<file path="config.mk">
export PLATFORM = sky130hd
export DESIGN_NAME = fifo_event_arbiter
export DESIGN_NICKNAME = d
export VERILOG_FILES = /design/src/rtl/fifo_event_arbiter.sv
export SDC_FILE = /design/constraint.sdc
export NUM_CORES = 1
export LEC_CHECK = 0
export CAP_MARGIN = 40
export CORE_UTILIZATION = 55
export CTS_CLUSTER_DIAMETER = 200
export DETAILED_ROUTE_END_ITERATION = 7
export PLACE_DENSITY = 0.95
export SETUP_SLACK_MARGIN = 0.05
export SLEW_MARGIN = 20
export SYNTH_ARGS = -nofsm -noshare
export SYNTH_HDL_FRONTEND = slang
export SYNTH_SLANG_ARGS = --single-unit
</file>
<file path="constraint.sdc">
create_clock -name clk -period 8.8 [get_ports clk]
set_clock_uncertainty 0.05 [all_clocks]
set_input_delay 2.2 -clock clk [delete_from_list [all_inputs] [get_ports clk]]
set_output_delay 2.2 -clock clk [all_outputs]
set_load 0.005 [all_outputs]
</file>
<file path="src/rtl/fifo_event_arbiter.sv">
// fifo_event_arbiter: round-robin arbiter pushing per-source event payloads as {tag, payload} into one FIFO write port
module fifo_event_arbiter #(
  parameter int NUM_SRC = 4,
  parameter int DATA_W  = 32,
  parameter int TAG_W   = 2
) (
  input  logic                      clk,
  input  logic                      rst_n,
  input  logic [NUM_SRC-1:0]        ev_valid,
  input  logic [NUM_SRC*DATA_W-1:0] ev_data,
  input  logic                      fifo_write_full,
  output logic [TAG_W+DATA_W-1:0]   fifo_write_data,
  output logic                      fifo_write_inc,
  output logic [NUM_SRC-1:0]        overrun,
  input  logic [NUM_SRC-1:0]        overrun_clr,
  output logic                      busy
);
  logic [DATA_W-1:0]  hold [NUM_SRC];
  logic [NUM_SRC-1:0] pending, eligible, gnt_vec;
  logic [TAG_W-1:0]   rr_ptr, gnt;
  logic               gnt_any;
  // a push in flight blocks the next grant, so pushes are never back-to-back
  assign eligible = (fifo_write_full || fifo_write_inc) ? '0 : pending;
  assign busy = |pending || fifo_write_inc;
  always_comb begin
    gnt_any = 1'b0;
    gnt = '0;
    gnt_vec = '0;
    for (int k = 1; k <= NUM_SRC; k++) begin
      if (!gnt_any && eligible[TAG_W'((int'(rr_ptr) + k) % NUM_SRC)]) begin
        gnt_any = 1'b1;
        gnt = TAG_W'((int'(rr_ptr) + k) % NUM_SRC);
        gnt_vec[TAG_W'((int'(rr_ptr) + k) % NUM_SRC)] = 1'b1;
      end
    end
  end
  always_ff @(posedge clk or negedge rst_n) begin
    if (!rst_n) begin
      pending <= '0;
      overrun <= '0;
      rr_ptr <= TAG_W'(NUM_SRC - 1);
      fifo_write_data <= '0;
      fifo_write_inc <= 1'b0;
      for (int i = 0; i < NUM_SRC; i++) hold[i] <= '0;
    end else begin
      fifo_write_inc <= gnt_any;
      if (gnt_any) begin
        fifo_write_data <= {gnt, hold[gnt]};
        rr_ptr <= gnt;
      end
      // a new pulse on the granting edge re-arms pending; set beats clear on overrun
      for (int i = 0; i < NUM_SRC; i++) begin
        if (ev_valid[i]) hold[i] <= ev_data[i*DATA_W +: DATA_W];
        pending[i] <= ev_valid[i] | (pending[i] & ~gnt_vec[i]);
        overrun[i] <= (ev_valid[i] & pending[i] & ~gnt_vec[i]) | (overrun[i] & ~overrun_clr[i]);
      end
    end
  end
endmodule

</file>
==> results of run 1 <==
per-stage QoR:
| stage | instance area, um2 | total power [uW] |
|---|---|---|
| 2_1_floorplan | 8060 | 1950 |
| 3_3_place_gp | 9930 | 2380 |
| 3_5_place_dp | 10000 | 2470 |
| 4_1_cts | 10600 | 3270 |
| 5_1_grt | 10700 | 3430 |
| 6_report | 10700 | 3290 |
flip-flops by register name (all words and copies together), names as in the netlist:
register	cells
hold	128
fifo_write_inc	1
overrun	4
fifo_write_data	34
rr_ptr	2
pending	4
how the worst min path moves through the flow:
stage | from | to | slack [ns] | depth (start not counted)
final | hold[86]$_DFFE_PN0P_ | hold[86]$_DFFE_PN0P_ | 0.46 | 1
after global routing | hold[65]$_DFFE_PN0P_ | hold[65]$_DFFE_PN0P_ | 0.46 | 1
after CTS | hold[65]$_DFFE_PN0P_ | hold[65]$_DFFE_PN0P_ | 0.46 | 1
after detailed placement | hold[65]$_DFFE_PN0P_ | hold[65]$_DFFE_PN0P_ | 0.45 | 1
after global placement | hold[97]$_DFFE_PN0P_ | hold[97]$_DFFE_PN0P_ | 0.44 | 1
after floorplan | fifo_write_data[32]$_DFFE_PN0P_ | fifo_write_data[32]$_DFFE_PN0P_ | 0.42 | 1
critical path, cell delays in order:
cell             delay (ns)
clkdlybuf4s50_1        0.48
nor2_1                 0.44
nand2_1                0.42
a211o_1                0.41
o22ai_4                0.45
buf_4                  0.50
mux2i_1                0.30
a211oi_2               0.11
power by group through the flow:
| stage | combinational [uW] | clock (uW) | sequential (uW) |
|---|---|---|---|
| after global routing | 1470 | 825 | 1130 |
| after CTS | 1370 | 785 | 1110 |
| final | 1400 | 779 | 1120 |
| after detailed placement | 1350 | 0 | 1120 |
| after floorplan | 874 | 0 | 1080 |
| after global placement | 1270 | 0 | 1110 |
layout make-up:
| class | count | share of cell area |
|---|---|---|
| clock inverter | 13 | 0.0152 |
| clock buffer | 19 | 0.0413 |
| sequential | 173 | 0.404 |
| timing repair buffer | 195 | 0.188 |
| multi-input combinational | 372 | 0.327 |
| inverter | 12 | 0.00420 |
| tap | 180 | 0.0210 |
cells in the final DEF, fill, tap and decap left out, types with 6 or more instances in the layout:
cell type / instances
nand2_1: 10
ha_1: 8
clkdlybuf4s50_1: 173
nor2_1: 6
mux2_2: 129
o22ai_1: 68
clkbuf_16: 17
buf_4: 7
inv_1: 12
a211oi_2: 29
mux2i_1: 34
o22a_1: 32
dfrtp_1: 171
per-layer routing:
layer	routed length (um)	part of all wire	track usage	vias up
li1	-	-	-	2637
met1	8350	0.37	0.366	3181
met2	11400	0.50	0.518	391
met3	2150	0.095	0.100	84
met4	766	0.034	0.143	0
met5	0	0	0	-
cells by family after synthesis:
| group | synth area share |
|---|---|
| DFF | 0.538 |
| AOI/OAI and AO/OA | 0.169 |
| muxes | 0.230 |
| buffers and inverters | 0.0311 |
| and+or+nand+nor | 0.0188 |
| adders and majority gates | 0.0124 |
| xor gates and xnor gates | 0.00109 |
==> impl_metrics.tcl, run 1 <==
set metrics [dict create \
    syn_area_um2 8060 \
    hold_violations 0 \
    syn_area_per_cell_um2 13.4 \
    wire_per_inst_um 23.5 \
    synth_fp_nets 748 \
    holdWs_ns 0.457 \
    ys_ff_latch 173 \
    h-tree-depth 4 \
    initial_utilization 0.572 \
    cp_max_fo 23 \
    setup-tns-final_ns 0 \
    seq_power_share 0.339 \
    crit_start "fifo_write_full" \
    cts_buffers 17 \
    grt_pass1_wl_um 34800 \
    fin_util 0.761 \
    synth_top_area_cell "dfrtp_1" \
    yosysWarnings 0 \
    netlist_instances 601 \
    synth_top_area_frac 0.531 \
    clock-root-buffer "clkbuf_16" \
    max-cap-violations 0 \
    r2r_end "fifo_write_data[11]$_DFFE_PN0P_" \
    portBuffers 178 \
    hold_buffers 0 \
    grt_pass1_vias 6537 \
    postRouteAntennaNets 0 \
    cts_sinks 173 \
    synth_most_common_cell "dfrtp_1" \
    routed_wl_um 22700 \
    die_w_um 123 \
    async_flop_share 1.00 \
    start_kind "input port" \
    worstSetupPathType "input port to flop" \
    setup_violations 0 \
    period_share 0.584 \
    clkTransAtPathRegs_ns 0.06 \
    multi_input_area_um2 3510 \
    worst_pin_slew_ns 0.812 \
    fin_crit_ns 5.14 \
    clk_path_buf_depth 2 \
    fmax_mhz 195 \
    r2r_slack_ns 4.63 \
    synth_commonest_cells "dfrtp_1, mux2_2, o22ai_1, mux2i_1" \
    via_per_inst 6.53 \
    rsz0062_at_grt "no" \
    power.density_nw_per_um2 307 \
    p_clk_frac 0.237 \
    fin_ws_ns 3.66 \
    vias 6293 \
    synth_area_leaders "dfrtp_1, mux2_2, o22ai_1, a211oi_2, mux2i_1" \
    outcome "finished, final reports clean" \
    fin_nets 918 \
    drt_pass1_iterations 7 \
    p_leak_uw 0.00429 \
    vdd_ir_drop_max_mv 0.219 \
    post-place-ws_ns 3.14 \
    num_rows 43 \
    switching_share 0.353 \
    slew_violations 0 \
    post_cts_buffers 0 \
    cts_resized 0 \
    seq_area_um2 4330 \
    gr-total-overflow 0 \
    grt_max_degree 88 \
    track_usage 0.311 \
    synth-edff-count 0 \
    dp.final_hpwl_um 14600 \
    placedCellCount 927 \
    drive_above_1_share 0.288 \
    crit_end "fifo_write_data[11]$_DFFE_PN0P_" \
    reg2reg_from "rr_ptr[0]$_DFFE_PN1P_" \
    globalplace.congestion 1.00 \
    diodes 0 \
    yosys_most_used_dff "dfrtp_1" \
    cp.required_ns 9.01 \
    antenna_found_initial 0 \
    seq_area_frac_synth 0.538 \
    min_path_type "flop to flop" \
    drc 0 \
    synthToLayoutAreaGrowth_pct 33.2 \
    netSwitchingPower_uw 1160 \
    coreArea_um2 14100 \
    p_int_uw 2130 \
    slew_headroom 0.459 \
    fillCellCount 799 \
    crit_arrival_ns 5.35 \
    ys_types 47 \
    io_pins 179 \
    die_area_um2 15100 \
    r2r_cells 10 \
    stdcell_count 964 \
    fp.dieH_um 123 \
    drtIter0Drc 542 \
    cts_tree "yes" \
    worstSetupEndpointType "flop" \
    worstSkewPairLatency_ns 0.43 \
    power_frac_comb 0.424 \
]
Note: power is estimated with default switching activity, not from simulation.
==> run 2, diff against run 1 <==
Settings changed: CORE_UTILIZATION 55 to 51, PLACE_DENSITY 0.95 to 0.91.
Clock period 8.8 ns to 5.1 ns, I/O delays scaled along.
==> run 2 against run 1 <==
- total power up 77%
- critical path type is now flop to flop
- first-iteration DRC count down 26%
- highest routed layer unchanged
- worst hold slack worse by 0.012 ns
==> impl_metrics.tcl, run 2 (synthesized netlist as in run 1, its figures left out) <==
set metrics [dict create \
    outcome "finished, final reports clean" \
    drt_pass1_iterations 5 \
    die_w_um 128 \
    cts_buffers 17 \
    h-tree-depth 4 \
    min_path_type "flop to flop" \
    gr-total-overflow 0 \
    dp.final_hpwl_um 14900 \
    final_cell_mix "clkdlybuf4s50_1, dfrtp_1, mux2_2, o22ai_1, mux2i_1" \
    period_share 0.774 \
    fin_area_um2 10900 \
    grt_pass1_vias 6373 \
    routed_wl_um 22400 \
    reg2reg_from "rr_ptr[0]$_DFFE_PN1P_" \
    place_area_um2 10100 \
    cp_max_fo 17 \
    crit_start "rr_ptr[0]$_DFFE_PN1P_" \
    fin_util 0.710 \
    holdWs_ns 0.445 \
    drive_above_1_share 0.288 \
    switching_share 0.343 \
    drtIter0Drc 401 \
    die_area_um2 16300 \
    max-cap-violations 0 \
    postRouteAntennaNets 0 \
    post_cts_buffers 0 \
    drc 0 \
    setup-tns-final_ns 0 \
    clkTransAtPathRegs_ns 0.07 \
    initial_utilization 0.526 \
    regMostFlops "hold" \
    cts_tree "yes" \
    grt_pass1_wl_um 34600 \
    cts_resized 0 \
    hold_buffers 0 \
    p_leak_uw 0.00434 \
    final_common_cell "clkdlybuf4s50_1" \
    slew_violations 0 \
    power_frac_comb 0.415 \
    synthToLayoutAreaGrowth_pct 34.9 \
    cp.required_ns 5.35 \
    start_kind "flop" \
    netSwitchingPower_uw 2000 \
    fmax_mhz 253 \
    globalplace.congestion 0.844 \
    fin_nets 919 \
    antenna_found_initial 0 \
    portBuffers 178 \
    track_usage 0.283 \
    setup_violations 0 \
    num_rows 45 \
    rsz0062_at_grt "no" \
    hold_violations 0 \
    grt_max_degree 90 \
    reg_top3 "hold: 128 flops, fifo_write_data: 34 flops" \
    crit_arrival_ns 4.19 \
    min_from "fifo_write_data[33]$_DFFE_PN0P_" \
    worst_pin_slew_ns 0.841 \
    io_pins 179 \
    cts_sinks 173 \
    vias 6081 \
    p_int_uw 3840 \
    clk_path_buf_depth 2 \
    fp.dieH_um 128 \
    diodes 0 \
    worstSetupPathType "flop to flop" \
    seq_power_share 0.330 \
    slew_headroom 0.439 \
    coreArea_um2 15300 \
    via_per_inst 6.11 \
    p_clk_frac 0.255 \
    power.density_nw_per_um2 537 \
    wire_per_inst_um 22.5 \
    fin_crit_ns 3.95 \
    vdd_ir_drop_max_mv 0.304 \
    largest_reg_flops 128 \
    clock-root-buffer "clkbuf_16" \
    worstSkewPairLatency_ns 0.43 \
    worstSetupEndpointType "flop" \
]
## run 2: cell type report
class                           count  area [um2]
Timing Repair Buffer              196        2040
Multi-Input combinational cell    372        3510
Inverter                           12        45.0
Sequential cell                   173        4330
Tap cell                          211         264
Clock inverter                     12         231
Clock buffer                       20         447
Fill cell                        1017        4450
## run 2: power groups by stage
stage	combinational (uW)	sequential, uW	clock, uW
5_1_grt	2570	1960	1560
3_3_place_gp	2260	1930	0
3_5_place_dp	2380	1940	0
4_1_cts	2400	1920	1500
2_1_floorplan	1510	1860	0
6_report	2420	1930	1490
## run 2: per-stage QoR
step                      cells  setup slack, ns  power, uW
final                       996             1.15       5840
after floorplan             601             1.99       3370
after global placement      956            0.961       4190
after CTS                   991             1.18       5820
after global routing        996             1.02       6090
after detailed placement    959            0.903       4320
## run 2: worst max-delay path, cell delays in order (launching register included)
cell	delay, ns
dfstp_2	0.80
inv_1	0.29
ha_1	0.39
or3_1	0.43
nor2_1	0.21
o2bb2ai_1	0.17
buf_2	0.21
a31oi_4	0.68
buf_4	0.44
a211oi_2	0.13
## run 2: final timing paths
path                       slack (ns)                              end  cells past startpoint
max                              1.15  fifo_write_data[26]$_DFFE_PN0P_                      9
min                              0.44  fifo_write_data[33]$_DFFE_PN0P_                      1
max reg2reg                      1.15  fifo_write_data[26]$_DFFE_PN0P_                      9
min reg2reg                      0.44  fifo_write_data[33]$_DFFE_PN0P_                      1
max in group asynchronous        3.76            rr_ptr[1]$_DFFE_PN1P_                      2
min in group asynchronous        0.58             overrun[2]$_DFF_PN0_                      1
## run 2: routing by layer
metal | track usage | share of wire | vias to the layer above | routed length (um)
li1 | - | - | 2649 | -
met3 | 0.0601 | 0.070 | 37 | 1570
met4 | 0.113 | 0.019 | 0 | 416
met5 | 0 | 0 | - | 0
met1 | 0.348 | 0.41 | 3121 | 9290
met2 | 0.488 | 0.50 | 274 | 11100
==> run 3, diff against run 2 <==
Clock period 5.1 ns to 3.88 ns, I/O delays scaled along.
==> run 3 against run 2 <==
- core utilization fell by 0.098 points
- critical path depth decreased by 1
- critical endpoint is now fifo_write_data[5]$_DFFE_PN0P_
- combinational power increased by 40%
- largest power group unchanged
- critical path type is now input port to flop
- die area unchanged
- total power is 29% higher
- clock power increased by 11%
- sequential share of layout area increased by 0.055 points
- sequential cell count did not move
==> impl_metrics.tcl, run 3 (synthesized netlist as in run 1, its figures left out) <==
set metrics [dict create \
    hold_buffers 0 \
    antenna_found_initial 0 \
    coreArea_um2 15300 \
    h-tree-depth 4 \
    p_leak_uw 0.00433 \
    grt_pass1_vias 6659 \
    final_common_cell "clkdlybuf4s50_1" \
    cp.required_ns 4.17 \
    max-cap-violations 0 \
    worstSetupEndpointType "flop" \
    start_kind "input port" \
    routed_wl_um 22800 \
    globalplace.congestion 0.856 \
    worstSetupPathType "input port to flop" \
    clock-root-buffer "clkbuf_16" \
    period_share 0.842 \
    postRouteAntennaNets 0 \
    via_per_inst 6.06 \
    crit_arrival_ns 3.55 \
    cts_buffers 17 \
    fin_crit_ns 3.27 \
    fin_util 0.709 \
    cts_tree "yes" \
    vias 6087 \
    slew_violations 0 \
    die_w_um 128 \
    min_path_type "flop to flop" \
    clk_path_buf_depth 2 \
    outcome "finished, final reports clean" \
    fmax_mhz 306 \
    holdWs_ns 0.452 \
    reg_top3 "hold: 128 flops, fifo_write_data: 34 flops" \
    rsz0062_at_grt "no" \
    largest_reg_flops 128 \
    setup_violations 0 \
    worst_pin_slew_ns 0.722 \
    setup-tns-final_ns 0 \
    fp.dieH_um 128 \
    post-place-ws_ns 0.0612 \
    io_pins 179 \
    track_usage 0.293 \
    worstSkewPairLatency_ns 0.45 \
    cp_max_fo 32 \
    portBuffers 178 \
    drtIter0Drc 440 \
    grt_max_degree 78 \
    drive_above_1_share 0.298 \
    drc 0 \
    diodes 0 \
    synthToLayoutAreaGrowth_pct 34.7 \
    wire_per_inst_um 22.7 \
    grt_pass1_wl_um 35900 \
    die_area_um2 16300 \
    fin_ws_ns 0.613 \
    initial_utilization 0.526 \
    drt_pass1_iterations 5 \
    slew_headroom 0.518 \
    hold_violations 0 \
    gr-total-overflow 0 \
    final_cell_mix "clkdlybuf4s50_1, dfrtp_1, mux2_2, o22ai_1, mux2i_1" \
    cts_sinks 173 \
    num_rows 45 \
    cts_resized 0 \
    power.density_nw_per_um2 695 \
    post_cts_buffers 0 \
    regMostFlops "hold" \
    clkTransAtPathRegs_ns 0.07 \
    dp.final_hpwl_um 15300 \
    power_uw 7540 \
    vdd_ir_drop_max_mv 0.489 \
    fin_nets 927 \
]
==> run 3: cell count changes in the layout (fill, tap and decap cells not counted) <==
| cell | before | now |
|---|---|---|
| buf_12 | 2 | 4 |
| buf_2 | 5 | 4 |
| buf_4 | 9 | 16 |
| bufinv_16 | 6 | 0 |
| clkbuf_1 | 2 | 0 |
| clkbuf_8 | 1 | 0 |
| clkinv_2 | 1 | 0 |
| clkinv_8 | 0 | 2 |
| clkinvlp_4 | 0 | 3 |
| inv_6 | 2 | 5 |
| inv_8 | 1 | 3 |
==> run 3: critical path, stage by stage <==
cell and delay (ns):
clkdlybuf4s50_1 0.48, or3b_1 0.47, o22ai_2 0.39, a211o_1 0.25, buf_4 0.41, o22a_1 0.21
o22ai_1 0.08, a211oi_2 0.25
==> run 3: final timing paths <==
path                                                  from                               to  slack, ns  cells after the start
max                                        fifo_write_full   fifo_write_data[5]$_DFFE_PN0P_       0.61                      8
min                        fifo_write_data[32]$_DFFE_PN0P_  fifo_write_data[32]$_DFFE_PN0P_       0.45                      1
max reg2reg                          rr_ptr[0]$_DFFE_PN1P_   fifo_write_data[5]$_DFFE_PN0P_       0.76                      9
min reg2reg                fifo_write_data[32]$_DFFE_PN0P_  fifo_write_data[32]$_DFFE_PN0P_       0.45                      1
max in group asynchronous                            rst_n             hold[23]$_DFFE_PN0P_       2.36                      2
min in group asynchronous                            rst_n              hold[5]$_DFFE_PN0P_       0.52                      1
==> run 3: cell type report <==
| cell class | count | area (um2) |
|---|---|---|
| Sequential cell | 173 | 4330 |
| Clock buffer | 17 | 425 |
| Timing Repair Buffer | 204 | 2130 |
| Fill cell | 1035 | 4460 |
| Inverter | 12 | 45.0 |
| Clock inverter | 15 | 150 |
| Multi-Input combinational cell | 372 | 3510 |
| Tap cell | 211 | 264 |
==> run 3: power breakdown <==
part	leakage (uW)	total, uW	internal [uW]	switching [uW]
sequential	0.00200	2480	2190	289
clock	0.000273	1660	854	806
combinational	0.00205	3400	1720	1670
==> run 3: stage by stage <==
step	std cells	cell area, um2
2_1_floorplan	601	8060
3_3_place_gp	966	10100
3_5_place_dp	968	10200
4_1_cts	1000	10700
5_1_grt	1004	10900
6_report	1004	10900
==> run 3: per-layer routing <==
| layer | part of all wire | track usage | wire (um) |
|---|---|---|---|
| met3 | 0.062 | 0.0755 | 1420 |
| met1 | 0.41 | 0.356 | 9280 |
| met2 | 0.51 | 0.500 | 11500 |
| met4 | 0.024 | 0.120 | 557 |
| met5 | 0 | 0 | 0 |
